--- src/rtl/fifo_upsize_pkg.sv ---
// Shared constants, count type and depth helper for the narrow-to-wide FIFO.
package fifo_upsize_pkg;
  localparam int DATA_WIDTH_DEF = 8;
  localparam int ADDR_WIDTH_DEF = 4;

  // Count must reach DEPTH itself, hence one bit wider than the address.
  typedef logic [ADDR_WIDTH_DEF:0] count_t;

  function automatic int depth_of(input int addr_width);
    return 1 << addr_width;
  endfunction
endpackage

--- src/rtl/fifo_upsize_reg_file_pair.sv ---
// Storage array: one synchronous narrow write port, one combinational pair read port.
module reg_file_pair
  import fifo_upsize_pkg::*;
#(
  parameter int DATA_WIDTH = DATA_WIDTH_DEF,
  parameter int ADDR_WIDTH = ADDR_WIDTH_DEF
) (
  input  logic                    clk,
  input  logic                    w_en,
  input  logic [ADDR_WIDTH-1:0]   w_addr,
  input  logic [DATA_WIDTH-1:0]   w_data,
  input  logic [ADDR_WIDTH-1:0]   r_addr,
  output logic [2*DATA_WIDTH-1:0] r_data
);
  localparam int DEPTH = depth_of(ADDR_WIDTH);

  logic [DATA_WIDTH-1:0] mem [DEPTH];
  logic [ADDR_WIDTH-1:0] addr_lo;
  logic [ADDR_WIDTH-1:0] addr_hi;
  logic                  unused_lsb;

  always_ff @(posedge clk) begin
    if (w_en) mem[w_addr] <= w_data;
  end

  // The pair always starts on an even address, so the LSB is forced here.
  assign addr_lo    = {r_addr[ADDR_WIDTH-1:1], 1'b0};
  assign addr_hi    = {r_addr[ADDR_WIDTH-1:1], 1'b1};
  assign unused_lsb = r_addr[0];
  assign r_data     = {mem[addr_lo], mem[addr_hi]};
endmodule

--- src/rtl/fifo_upsize.sv ---
// Circular FIFO: one narrow word in per write, an older/newer pair out per read (fall-through).
// Optional sticky misuse flag err is compiled in with FIFO_UPSIZE_ERR_EN.
module fifo_upsize
  import fifo_upsize_pkg::*;
#(
  parameter int DATA_WIDTH = DATA_WIDTH_DEF,
  parameter int ADDR_WIDTH = ADDR_WIDTH_DEF
) (
  input  logic                    clk,
  input  logic                    reset,
  input  logic                    wr,
  input  logic [DATA_WIDTH-1:0]   w_data,
  input  logic                    rd,
  output logic [2*DATA_WIDTH-1:0] r_data,
  output logic                    empty,
  output logic                    one_held,
`ifdef FIFO_UPSIZE_ERR_EN
  output logic                    full,
  output logic                    err
`else
  output logic                    full
`endif
);
  localparam logic [ADDR_WIDTH:0] DEPTH_C = {1'b1, {ADDR_WIDTH{1'b0}}};

  logic [ADDR_WIDTH-1:0] wr_ptr;
  logic [ADDR_WIDTH-1:0] rd_ptr;
  logic [ADDR_WIDTH:0]   count;
  logic [ADDR_WIDTH:0]   count_next;
  logic                  acc_wr;
  logic                  acc_rd;

  // Each request is judged only against the flags as they stand this cycle.
  assign acc_wr = wr & ~full;
  assign acc_rd = rd & ~empty & ~one_held;

  assign count_next = count
                    + {{ADDR_WIDTH{1'b0}}, acc_wr}
                    - {{(ADDR_WIDTH-1){1'b0}}, acc_rd, 1'b0};

  always_ff @(posedge clk) begin
    if (reset) begin
      wr_ptr   <= '0;
      rd_ptr   <= '0;
      count    <= '0;
      empty    <= 1'b1;
      one_held <= 1'b0;
      full     <= 1'b0;
    end else begin
      if (acc_wr) wr_ptr <= wr_ptr + ADDR_WIDTH'(1);
      if (acc_rd) rd_ptr <= rd_ptr + ADDR_WIDTH'(2);
      count    <= count_next;
      empty    <= (count_next == '0);
      one_held <= (count_next == (ADDR_WIDTH+1)'(1));
      full     <= (count_next == DEPTH_C);
    end
  end

`ifdef FIFO_UPSIZE_ERR_EN
  always_ff @(posedge clk) begin
    if (reset) err <= 1'b0;
    else if ((wr & full) | (rd & (empty | one_held))) err <= 1'b1;
  end
`endif

  reg_file_pair #(
    .DATA_WIDTH (DATA_WIDTH),
    .ADDR_WIDTH (ADDR_WIDTH)
  ) u_mem (
    .clk    (clk),
    .w_en   (acc_wr),
    .w_addr (wr_ptr),
    .w_data (w_data),
    .r_addr (rd_ptr),
    .r_data (r_data)
  );
endmodule

--- config.mk ---
export PLATFORM = sky130hd
export DESIGN_NAME = fifo_upsize
export DESIGN_NICKNAME = d
export VERILOG_FILES = /design/src/rtl/fifo_upsize_pkg.sv /design/src/rtl/fifo_upsize_reg_file_pair.sv /design/src/rtl/fifo_upsize.sv
export SDC_FILE = /design/constraint.sdc
export NUM_CORES = 1
export LEC_CHECK = 0
export CORE_MARGIN = 4
export CORE_UTILIZATION = 45
export CTS_BUF_LIST = sky130_fd_sc_hd__clkbuf_8
export CTS_CLUSTER_DIAMETER = 30
export DETAILED_ROUTE_END_ITERATION = 10
export REMOVE_ABC_BUFFERS = 1
export SLEW_MARGIN = 20
export SYNTH_ARGS = -nofsm -noshare
export SYNTH_HDL_FRONTEND = slang
export SYNTH_SLANG_ARGS = --single-unit
--- constraint.sdc ---
create_clock -name clk -period 2.49 [get_ports clk]
set_input_delay 0.249 -clock clk [delete_from_list [all_inputs] [get_ports clk]]
set_output_delay 0.249 -clock clk [all_outputs]
set_load 0.01 [all_outputs]
After elaboration in Yosys (flattened, before gate mapping)
Memories as Yosys holds them, arrays and structs flattened. A register that Yosys moved wholly into a read port is not among the register bits.
Cells that the tools add are included.
{"block": "op_classes", "n_eq_ne": 2, "muxes": 6, "n_bitwise": 6, "reduce_logical": 1, "addsub": 4}
{"cell": "two-way mux 4 bit", "n": 4}
{"cell": "adder 5 x 1 -> 5 bit", "n": 1}
{"cell": "== test 5 x 1 -> 1 bit, second input constant", "n": 1}
{"cell": "== test 5 bit, second input constant", "n": 1}
{"cell": "zero test 5 bit", "n": 1}
{"cell": "subtractor 5 x 2 -> 5 bit", "n": 1}
{"cell": "adder 4 x 1 -> 4 bit, second input constant", "n": 1}
{"cell": "adder 4 x 2 -> 4 bit, second input constant", "n": 1}
{"cell": "AND 1 bit", "n": 3}
{"cell": "inverter 1 bit", "n": 3}
{"cell": "two-way mux 1 bit", "n": 2}
{"block": "totals", "inputBits": 12, "n_memories": 1, "ff_bits": 16, "ramBits": 128, "elab_cells": 26}
{"name": "u_mem.mem", "words": 16, "word_bits": 8, "read_ports": 2, "rd_ports_with_merged_regs": 2, "wr": 1, "line": "fifo_upsize_reg_file_pair.sv:17", "source": "logic [DATA_WIDTH-1:0] mem [DEPTH];"}

Logic depth before layout (Yosys ltp)
Gate-level depths: netlist of the first run.
{"block": "logic_depth", "depth_word": 5, "ltp_mapped": 9, "ltp_nobuf": 9}

Cells and area by module
Synthesis of the first run repeated with hierarchy kept, for this count alone.
{"block": "unflattened", "cells_unflattened": 286, "hier_area_um2": 5764.3}
{"module": "reg_file_pair", "n_inst": 1, "cells_each": 208, "area_each_um2": 5024.8}
{"module": "fifo_upsize", "n_inst": 1, "cells_each": 78, "area_each_um2": 739.5}

Worst setup path before layout of the first run
No wires, ideal clock.
{"block": "synth_timing", "kind": "register to register", "startpoint": "reg one_held", "endpoint": "reg one_held", "stages_incl_launch_ff": 10, "n_path_buf": 0, "period_less_slack_ps": 2158, "setup_slack_ps": 332, "arrival_time_ps": 2062, "required_ps": 2394, "setup_ps": 96, "path_cell_list": "dfxtp_1 nor3b_1 inv_1 ha_1 inv_1 ha_1 nand2b_1 a21oi_1 xnor2_1 nor4b_1"}
{"block": "synth_between", "elab_chain_cells": 4}
{"element": "from (decl)", "line": "fifo_upsize.sv:16", "source": "output logic one_held,"}
{"element": "from (signal assigned)", "line": "fifo_upsize.sv:54", "source": "one_held <= (count_next == (ADDR_WIDTH+1)'(1));"}
{"element": "inverter 1 bit", "line": "fifo_upsize.sv:35", "source": "assign acc_rd = rd & ~empty & ~one_held;"}
{"element": "AND 1 bit", "line": "fifo_upsize.sv:35"}
{"element": "subtractor 5 x 2 -> 5 bit", "line": "fifo_upsize.sv:39", "source": "- {{(ADDR_WIDTH-1){1'b0}}, acc_rd, 1'b0};"}
{"element": "== test 5 x 1 -> 1 bit", "line": "fifo_upsize.sv:54"}
No other way between the ends.
A chain may end at the register's enable or synchronous reset.

==> metrics.yaml, run 1 <==
timing:
  slew_headroom: 0.6283
  worst_slew_pin_slew_ps: 555.8
  hold_slack_ps: 555.2
  min_period_ps: 2457
  setup_violations: 0
  finalCritPeriodShare: 0.9869
  fin_skew_ps: 5.530
  slew_violations: 0
  hold_viol: 0
  rsz0062_at_grt: "yes"
  fmax_ghz: 0.4069
  tns_ps: 0
finish:
  final.fill_count: 1032
  drive_gt1_frac: 0.2486
  diodes: 0
  finalNetCount: 375
  syn2layout_area_growth_pct: 17.75
detailed_routing:
  antenna_left: 0
  wl_um: 10430
  first_pass_iters: 4
  drt-wirelength-per-cell_um: 19.39
  viasPerCell: 5.156
  drc: 0
  dr_total_vias: 2774
  drt-initial-drc-count: 236
placed_design:
  io_buffers: 30
  gp_congestion: 0.7607
  dp_hpwl_um: 5895
floorplanning:
  die_h_um: 121.4
  core_sq_um: 12620
  start_util: 0.4587
  dieArea_sq_um: 14740
  num_rows: 41
  die_x_um: 121.4
  io_pins: 31
flow_run:
  drv_cap: 0
synth:
  syn-instance-count: 291
  yosysUniqueCellTypes: 29
  synth_area_sq_um: 5788
  avgSynthCellArea_sq_um: 19.89
  synth_seq_cells: 146
  ys_seq_area_frac: 0.7263
  yosys_warnings: 0
critical_path:
  cpPeakStageDelay_ps: 540
  crit_type: "flip-flop to primary output"
  crit_path_max_fanout: 8
  end_kind: "primary output"
  slowest_stage: "mux4_1"
  cp_data_arrival_time_ps: 2210
  path_cells: "bufbuf_16 -> mux4_1 -> mux2_2 -> dlygate4sd2_1"
  required_ps: 2240
  start_kind: "flip-flop"
cts:
  cts.sink_count: 146
  cts_made_buffers: 17
  cts_root_buf: "clkbuf_8"
  ctsLongestPathBuffers: 2
  holdBufCountCts: 0
  htreeDepth: 4
  clk_pin_slew_ps: 70
  cts_tree: "built"
  clkLatencyLatePin_ps: 430
outcome:
  outcome: "finished clean"
global_route:
  grt_pass1_wl_um: 15930
  grt.total_usage: 0.1503
  grt_start_max_net_pins: 33
  grt-ovfl-total: 0
  grt_pass1_vias: 2794
  antenna_found_initial: 0
power_and_ir_drop:
  power_mw: 5.749
  powerDensity_nw_per_um2: 843.6
  vdd_ir_drop_max_v: 0.0004767
  leakage_nw: 2.304
hold_path:
  hold_path.class: "flip-flop to flip-flop"
==> layer usage <==
metal,vias to the layer above,share of wire,GRT usage
met5,-,0,0
met4,0,0.014,0.05812
met3,15,0.028,0.03963
met2,50,0.49,0.2294
met1,1426,0.47,0.2080
li1,1283,-,-
==> path summary, 6_finish.rpt <==
kind	startpoint	endpoint	slack, ps	cells after the start
worst max-delay path	flip-flop	r_data[6]	30	4
worst min-delay path	rd_ptr[2]$_SDFFE_PP0P_	flip-flop	560	2
worst max register to register	one_held$_SDFF_PP0_	one_held$_SDFF_PP0_	420	9
worst min register to register	rd_ptr[2]$_SDFFE_PP0P_	flip-flop	560	2
==> worst max-delay path: cells and delay by family, from the launching register on <==
family | cells | cell delay, ps
multiplexers | 2 | 820
buffers and inverters | 2 | 570
flip-flops | 1 | 380
==> state kept, by name, indices dropped and copies added, names as in the netlist, named ones only <==
register and flops:
count 5, empty 1, full 1, one_held 1, rd_ptr 3, u_mem.mem 128
wr_ptr 4
==> placed cells by master, fill, tap and decap left out, types with 2 or more instances in the layout <==
| cell type | synthesis | routed |
|---|---|---|
| xor2_1 | 4 | 4 |
| mux4_1 | 28 | 20 |
| clkinvlp_4 | 0 | 3 |
| edfxtp_1 | 128 | 128 |
| clkbuf_2 | 1 | 3 |
| buf_4 | 0 | 21 |
| nand2b_1 | 3 | 3 |
| o21ai_0 | 2 | 2 |
| buf_8 | 0 | 2 |
| nor2_1 | 29 | 29 |
| buf_12 | 0 | 3 |
| nand2_1 | 6 | 6 |
| ha_1 | 10 | 10 |
| dlygate4sd2_1 | 0 | 7 |
| xnor2_1 | 4 | 4 |
| dfxtp_1 | 18 | 17 |
| bufinv_16 | 0 | 3 |
| clkdlybuf4s50_1 | 0 | 14 |
| clkinv_2 | 0 | 3 |
| clkbuf_8 | 0 | 17 |
| mux4_2 | 4 | 12 |
| nor3_1 | 5 | 5 |
| clkinv_1 | 0 | 4 |
| inv_1 | 8 | 10 |
| buf_2 | 0 | 4 |
| mux2_2 | 16 | 16 |
| a21oi_1 | 2 | 2 |
==> cells by family after synthesis <==
kind of cell | Yosys count | share of synthesized area
buffers and inverters | 22 | 0.01967
AND/OR/NAND/NOR | 50 | 0.03826
XOR/XNOR | 8 | 0.01210
multiplexers | 49 | 0.1755
AO/OA/AOI/OAI | 6 | 0.006486
adder cells (fa/ha/maj) | 10 | 0.02162
flip-flops | 146 | 0.7263
==> area by class of cell <==
class / instances / area (sq um) / area share
sequential: 146 / 4208 / 0.6174
multi-input combinational: 123 / 1440 / 0.2113
timing repair buffer: 57 / 538.0 / 0.07894
clock buffer: 17 / 234.0 / 0.03433
tap: 172 / 215.2 / 0.03158
clock inverter: 15 / 150.1 / 0.02203
inverter: 8 / 30.03 / 0.004406
==> through the flow <==
stage	cells	util	worst slack (ps)	cell area (sq um)
detailed placement	500	0.5074	10.52	6404
finish	538	0.5401	32.50	6815
global placement	500	0.5074	109.6	6404
CTS	539	0.5448	-21.33	6875
global route	538	0.5401	-44.30	6815
floorplan	277	-	141.4	5704
==> synthesized netlist by cell type <==
cell type	number	area, sq um
nand4_1	1	6.260
mux4_2	4	90.09
nand2_1	6	22.52
nor3_1	5	25.02
mux2_2	16	180.2
clkbuf_2	1	5.000
nor2b_1	1	6.260
dfxtp_1	18	360.4
buf_6	4	45.04
mux4_1	28	735.7
edfxtp_1	128	3844
o21ai_0	2	10.01
mux2i_1	1	10.01
nor2_1	29	108.9
nand3_1	1	5.000
inv_1	8	30.03
ha_1	10	125.1
xor2_1	4	35.03
nand2b_1	3	18.77
a31o_2	1	8.760
nor4b_1	1	8.760
clkbuf_1	5	18.77
buf_1	4	15.01
o2bb2ai_1	1	8.760
a21oi_1	2	10.01
nor4_1	1	6.260
and3_1	1	6.260
nor3b_1	1	7.510
xnor2_1	4	35.03
==> report_power, final <==
part           switching, mW  internal (mW)
sequential            0.0495           2.78
combinational          0.534          0.601
clock                  0.825          0.962
==> timing repair <==
item | CTS | global route
cloned | 2 | 0
setup endpoints to repair | 16 | 11
resized for setup | 42 | 9
buffers inserted | 5 | 0
(Power assumes the default switching activity.)
==> inputs of run 2 (changes only) <==
--- a/config.mk
+++ b/config.mk
@@ -11,6 +11,7 @@
 export CTS_CLUSTER_DIAMETER = 30
 export DETAILED_ROUTE_END_ITERATION = 10
 export REMOVE_ABC_BUFFERS = 1
+export SKIP_CTS_REPAIR_TIMING = 1
 export SLEW_MARGIN = 20
 export SYNTH_ARGS = -nofsm -noshare
 export SYNTH_HDL_FRONTEND = slang
==> constraint.sdc (replaced) <==
create_clock -name clk -period 2.49 [get_ports clk]
set_input_delay 0.747 -clock clk [delete_from_list [all_inputs] [get_ports clk]]
set_output_delay 0.747 -clock clk [all_outputs]
set_load 0.01 [all_outputs]
==> metrics.yaml, run 2 (synthesis results as in run 1) <==
outcome:
  outcome: "finished, violations left"
  violations: "negative setup slack"
timing:
  finalCritPeriodShare: 1.117  # +0.1297
  hold_slack_ps: 544.2  # -11.06 ps
  min_period_ps: 2781  # +323.1 ps
  worst_slew_pin_slew_ps: 594.2  # +38.40 ps
  slew_headroom: 0.6026  # -0.02568
  setup_violations: 16  # +16
  tns_ps: -3920  # -3920 ps
  fin_skew_ps: 4.857  # -0.6729 ps
  slew_violations: 0  # unchanged
  hold_viol: 0  # unchanged
  fin_ws_ps: -290.6  # -323.1 ps
  rsz0062_at_grt: "yes"
  fmax_ghz: 0.3596  # -12%
hold_path:
  hold_path.class: "flip-flop to flip-flop"
  hold-path-cell-count: 2  # unchanged
critical_path:
  crit_path_max_fanout: 7  # -1
  start_kind: "flip-flop"
  ff2ff_path_depth: 8  # -1
  cp_data_arrival_time_ps: 2030  # -180 ps
  end_kind: "primary output"
  crit_type: "flip-flop to primary output"
  required_ps: 1740  # -500 ps
cts:
  cts_root_buf: "clkbuf_8"
  clk_pin_slew_ps: 70  # about the same
  htreeDepth: 4  # unchanged
  clkLatencyLatePin_ps: 430  # about the same
  cts_tree: "built"
  ctsLongestPathBuffers: 2  # unchanged
  cts_made_buffers: 17  # unchanged
  cts.sink_count: 146  # unchanged
finish:
  finalNetCount: 385  # +2.7%
  syn2layout_area_growth_pct: 20.71
  drive_gt1_frac: 0.3493  # +0.1007
  top_regs: "u_mem.mem: 128 flops, count: 5 flops, wr_ptr: 4 flops"
  diodes: 0  # unchanged
  largest_register: "u_mem.mem"
  layout_commonest_cell: "edfxtp_1"
  largest_reg_flops: 128  # unchanged
  final_cell_mix: "128 x edfxtp_1, 29 x mux4_2, 29 x nor2_1"
power_and_ir_drop:
  powerDensity_nw_per_um2: 863.9  # +2.4%
  vdd_ir_drop_max_v: 0.0005457  # +14%
  power_mw: 6.036  # +5.0%
  leakage_nw: 2.379  # +3.3%
floorplanning:
  die_h_um: 121.4  # unchanged
  start_util: 0.4587  # unchanged
  io_pins: 31  # unchanged
  die_x_um: 121.4  # unchanged
  dieArea_sq_um: 14740  # unchanged
  num_rows: 41  # unchanged
  core_sq_um: 12620  # unchanged
global_route:
  antenna_found_initial: 0  # unchanged
  grt.total_usage: 0.1472  # -0.003135
  grt-ovfl-total: 0  # unchanged
  grt_pass1_vias: 2843  # +1.8%
  grt_start_max_net_pins: 33  # unchanged
  grt_pass1_wl_um: 15610  # -2.0%
detailed_routing:
  drt-wirelength-per-cell_um: 19.65  # +1.3%
  drc: 0  # unchanged
  dr_total_vias: 2844  # +2.5%
  antenna_left: 0  # unchanged
  viasPerCell: 5.199  # +0.84%
  first_pass_iters: 4  # unchanged
  wl_um: 10750  # +3.0%
  drt-initial-drc-count: 239  # +1.3%
placed_design:
  io_buffers: 30  # unchanged
  dp_hpwl_um: 6055  # +2.7%
  gp_congestion: 0.7361  # -3.2%
flow_run:
  drv_cap: 0  # unchanged
-- run 2: changes by cell type in the layout (fill, tap and decap cells not counted), moves of 3 or more --
cell           before  now
mux2_4              0   14
dlygate4sd2_1       7    0
mux2_2             16    2
buf_6               0   19
mux4_1             20    3
buf_2               4    1
buf_4              21   25
mux4_2             12   29
-- run 2: final timing paths --
path | startpoint | endpoint | slack, ps
setup reg to reg | one_held$_SDFF_PP0_ | one_held$_SDFF_PP0_ | 560
setup / recovery | flip-flop | r_data[8] | -290
hold / removal | rd_ptr[2]$_SDFFE_PP0P_ | flip-flop | 540
hold reg to reg | rd_ptr[2]$_SDFFE_PP0P_ | flip-flop | 540
-- run 2: critical path, stage by stage (launching register included) --
cell and delay (ps):
dfxtp_4 450, buf_12 160, buf_6 100, mux4_2 490, mux2_4 280, buf_6 120
-- run 2: where the power goes --
part	internal [mW]	switching, mW	leakage, nW
Clock	0.961	0.818	0.195
Sequential	2.78	0.0648	1.30
Combinational	0.817	0.597	0.880
Total	4.56	1.48	2.38
-- run 2: cell type report --
class,instances,area (sq um)
fill,1040,5633
sequential,146,4208
multi-input combinational,123,1451
timing repair buffer,67,701.9
clock buffer,17,234.0
tap,172,215.2
clock inverter,14,146.4
inverter,8,30.03
-- run 2: through the flow --
stage,instances,setup slack (ps),area (sq um),util
after global routing,547,-379.3,6987,0.5536
final,547,-290.6,6987,0.5536
after detailed placement,505,-454.1,6479,0.5134
after global placement,505,-383.7,6479,0.5134
after floorplan,277,-356.6,5704,-
after CTS,536,-676.2,6859,0.5435
-- run 2: routing by layer --
layer	up-vias	track usage	routed length, um
li1	1289	-	-
met5	-	0	0
met2	66	0.2335	5182
met3	13	0.04149	395
met4	0	0.06232	142
met1	1476	0.1912	5029
==> inputs of run 3 (changes only) <==
--- a/config.mk
+++ b/config.mk
@@ -9,9 +9,12 @@
 export CORE_UTILIZATION = 45
 export CTS_BUF_LIST = sky130_fd_sc_hd__clkbuf_8
 export CTS_CLUSTER_DIAMETER = 30
+export CTS_CLUSTER_SIZE = 10
 export DETAILED_ROUTE_END_ITERATION = 10
+export GPL_TIMING_DRIVEN = 0
 export REMOVE_ABC_BUFFERS = 1
 export SKIP_CTS_REPAIR_TIMING = 1
+export SKIP_LAST_GASP = 1
 export SLEW_MARGIN = 20
 export SYNTH_ARGS = -nofsm -noshare
 export SYNTH_HDL_FRONTEND = slang
==> metrics.yaml, run 3 (synthesis results as in run 1) <==
outcome:
  outcome: "finished, violations left"
  violations: "negative setup slack"
cts:
  cts.sink_count: 146  # unchanged
  clk_pin_slew_ps: 70  # about the same
  ctsLongestPathBuffers: 2  # unchanged
  cts_tree: "built"
  cts_root_buf: "clkbuf_8"
  cts_made_buffers: 17  # unchanged
  htreeDepth: 4  # unchanged
  clkLatencyLatePin_ps: 440  # about the same
finish:
  final_cell_mix: "128 x edfxtp_1, 29 x nor2_1, 17 x mux4_1, 17 x clkbuf_8"
  layout_commonest_cell: "edfxtp_1"
  diodes: 0  # unchanged
  largest_register: "u_mem.mem"
  syn2layout_area_growth_pct: 18.83
  top_regs: "u_mem.mem: 128 flops, count: 5 flops, wr_ptr: 4 flops"
  design_area_sq_um: 6878  # -1.6%
  finalNetCount: 368  # -4.4%
  drive_gt1_frac: 0.3017  # -0.04766
  largest_reg_flops: 128  # unchanged
  fin_cells: 530  # -3.1%
detailed_routing:
  first_pass_iters: 4  # unchanged
  antenna_left: 0  # unchanged
  drc: 0  # unchanged
  wl_um: 10440  # -2.9%
  dr_total_vias: 2753  # -3.2%
  drt-initial-drc-count: 133  # -44%
  drt-wirelength-per-cell_um: 19.70  # +0.22%
  viasPerCell: 5.194  # about the same
critical_path:
  required_ps: 1740  # about the same
  start_kind: "flip-flop"
  path_cells: "buf_12 -> buf_6 -> clkbuf_16 -> mux4_2 -> mux2_4 -> buf_6"
  critical_path.endpoint: "r_data[11]"
  r2r_slack_ps: 470  # -90 ps
  slowest_stage: "mux4_2"
  r2r_start: "one_held$_SDFF_PP0_"
  worst-path-stages: 6  # +1
  crit_path_max_fanout: 6  # -1
  path_common_cell: "buf_6"
  crit_family: "multiplexers"
  cp_data_arrival_time_ps: 2090  # +60 ps
  ff2ff_path_depth: 9  # +1
  end_kind: "primary output"
  cpPeakStageDelay_ps: 500  # about the same
  r2r_end: "one_held$_SDFF_PP0_"
  path_buf_inv: 4  # +1
  crit_type: "flip-flop to primary output"
global_route:
  grt_start_max_net_pins: 29  # -12%
  antenna_found_initial: 0  # unchanged
  grt_pass1_vias: 2745  # -3.4%
  grt.total_usage: 0.1449  # -0.002287
  grt-ovfl-total: 0  # unchanged
  grt_pass1_wl_um: 15340  # -1.8%
timing:
  fmax_ghz: 0.3521  # -2.1%
  worst_slew_pin_slew_ps: 966.9  # +372.7 ps
  min_period_ps: 2840  # +59.41 ps
  hold_viol: 0  # unchanged
  setup_violations: 16  # unchanged
  fin_ws_ps: -350.0  # -59.41 ps
  rsz0062_at_grt: "yes"
  slew_violations: 0  # unchanged
  finalCritPeriodShare: 1.141  # +0.02386
  slew_headroom: 0.3530  # -0.2496
  fin_skew_ps: 7.536  # +2.679 ps
placed_design:
  gp_congestion: 0.7301  # -0.82%
  dp.cells: 483  # -4.4%
  dp_hpwl_um: 6033  # -0.37%
  post-place-ws_ps: -914.0  # -459.9 ps
  io_buffers: 30  # unchanged
  place_area_sq_um: 6297  # -2.8%
floorplanning:
  dieArea_sq_um: 14740  # unchanged
  die_h_um: 121.4  # unchanged
  start_util: 0.4587  # unchanged
  io_pins: 31  # unchanged
  num_rows: 41  # unchanged
  core_sq_um: 12620  # unchanged
  die_x_um: 121.4  # unchanged
power_and_ir_drop:
  vdd_ir_drop_max_v: 0.0005648  # +3.5%
  powerDensity_nw_per_um2: 848.7  # -1.8%
  power_mw: 5.837  # -3.3%
  leakage_nw: 2.359  # -0.82%
flow_run:
  drv_cap: 0  # unchanged
hold_path:
  hold-path-cell-count: 2  # unchanged
  hold_path.class: "flip-flop to flip-flop"
-- run 3: cell types whose count changed in the layout (fill, tap and decap cells not counted), moves of 4 or more --
cell,change
buf_6,-10
mux2_4,-9
mux4_2,-14
buf_4,-15
clkinv_2,+5
mux2_2,+9
nor3_2,+4
mux4_1,+14
dlymetal6s2s_1,+7
nor3_1,-4
-- run 3: per-layer routing --
metal | routed length, um | global-route usage
met5 | 0 | 0
met4 | 158 | 0.05812
met3 | 496 | 0.04056
met2 | 5101 | 0.2290
met1 | 4682 | 0.1906
-- run 3: worst min path at each step --
| stage | slack, ps | to | startpoint |
|---|---|---|---|
| 6_report | 540 | flip-flop | rd_ptr[3]$_SDFFE_PP0P_ |
| 3_3_place_gp | 510 | rd_ptr[3]$_SDFFE_PP0P_ | rd_ptr[3]$_SDFFE_PP0P_ |
| 3_5_place_dp | 540 | full$_SDFF_PP0_ | count[0]$_SDFF_PP0_ |
| 5_1_grt | 580 | flip-flop | rd_ptr[3]$_SDFFE_PP0P_ |
| 4_1_cts | 550 | full$_SDFF_PP0_ | count[0]$_SDFF_PP0_ |
| 2_1_floorplan | 480 | flip-flop | rd_ptr[3]$_SDFFE_PP0P_ |
-- run 3: cell type report --
type                       count  area, sq um
clock inverter                14        98.84
fill                        1030         5742
tap                          172        215.2
multi-input combinational    123         1550
inverter                       8        30.03
clock buffer                  17        234.0
timing repair buffer          50        539.3
sequential                   146         4210
-- run 3: per-stage QoR --
| stage | setup TNS (ps) | util | hold WS, ps |
|---|---|---|---|
| final | -4834 | 0.5450 | 538.4 |
| after global routing | -6125 | 0.5450 | 576.4 |
| after CTS | -29990 | 0.5254 | 547.8 |
| after detailed placement | -84430 | 0.4990 | 537.0 |
| after global placement | -113850 | 0.4929 | 508.5 |
| after floorplan | -5797 | - | 484.7 |
-- run 3: power by group --
group | switching [mW] | total [mW] | internal [mW]
logic | 0.616 | 1.41 | 0.790
registers | 0.0665 | 2.85 | 2.78
clock network | 0.828 | 1.59 | 0.758
total | 1.51 | 5.84 | 4.33
-- run 3: worst register-to-register path: cells and delay by family (launching register included) --
kind | cells | cell delay [ps]
flops | 1 | 340
fa+ha+maj | 2 | 490
simple gates | 3 | 630
buf+inv | 2 | 110
compound gates | 1 | 190
xor+xnor | 1 | 180
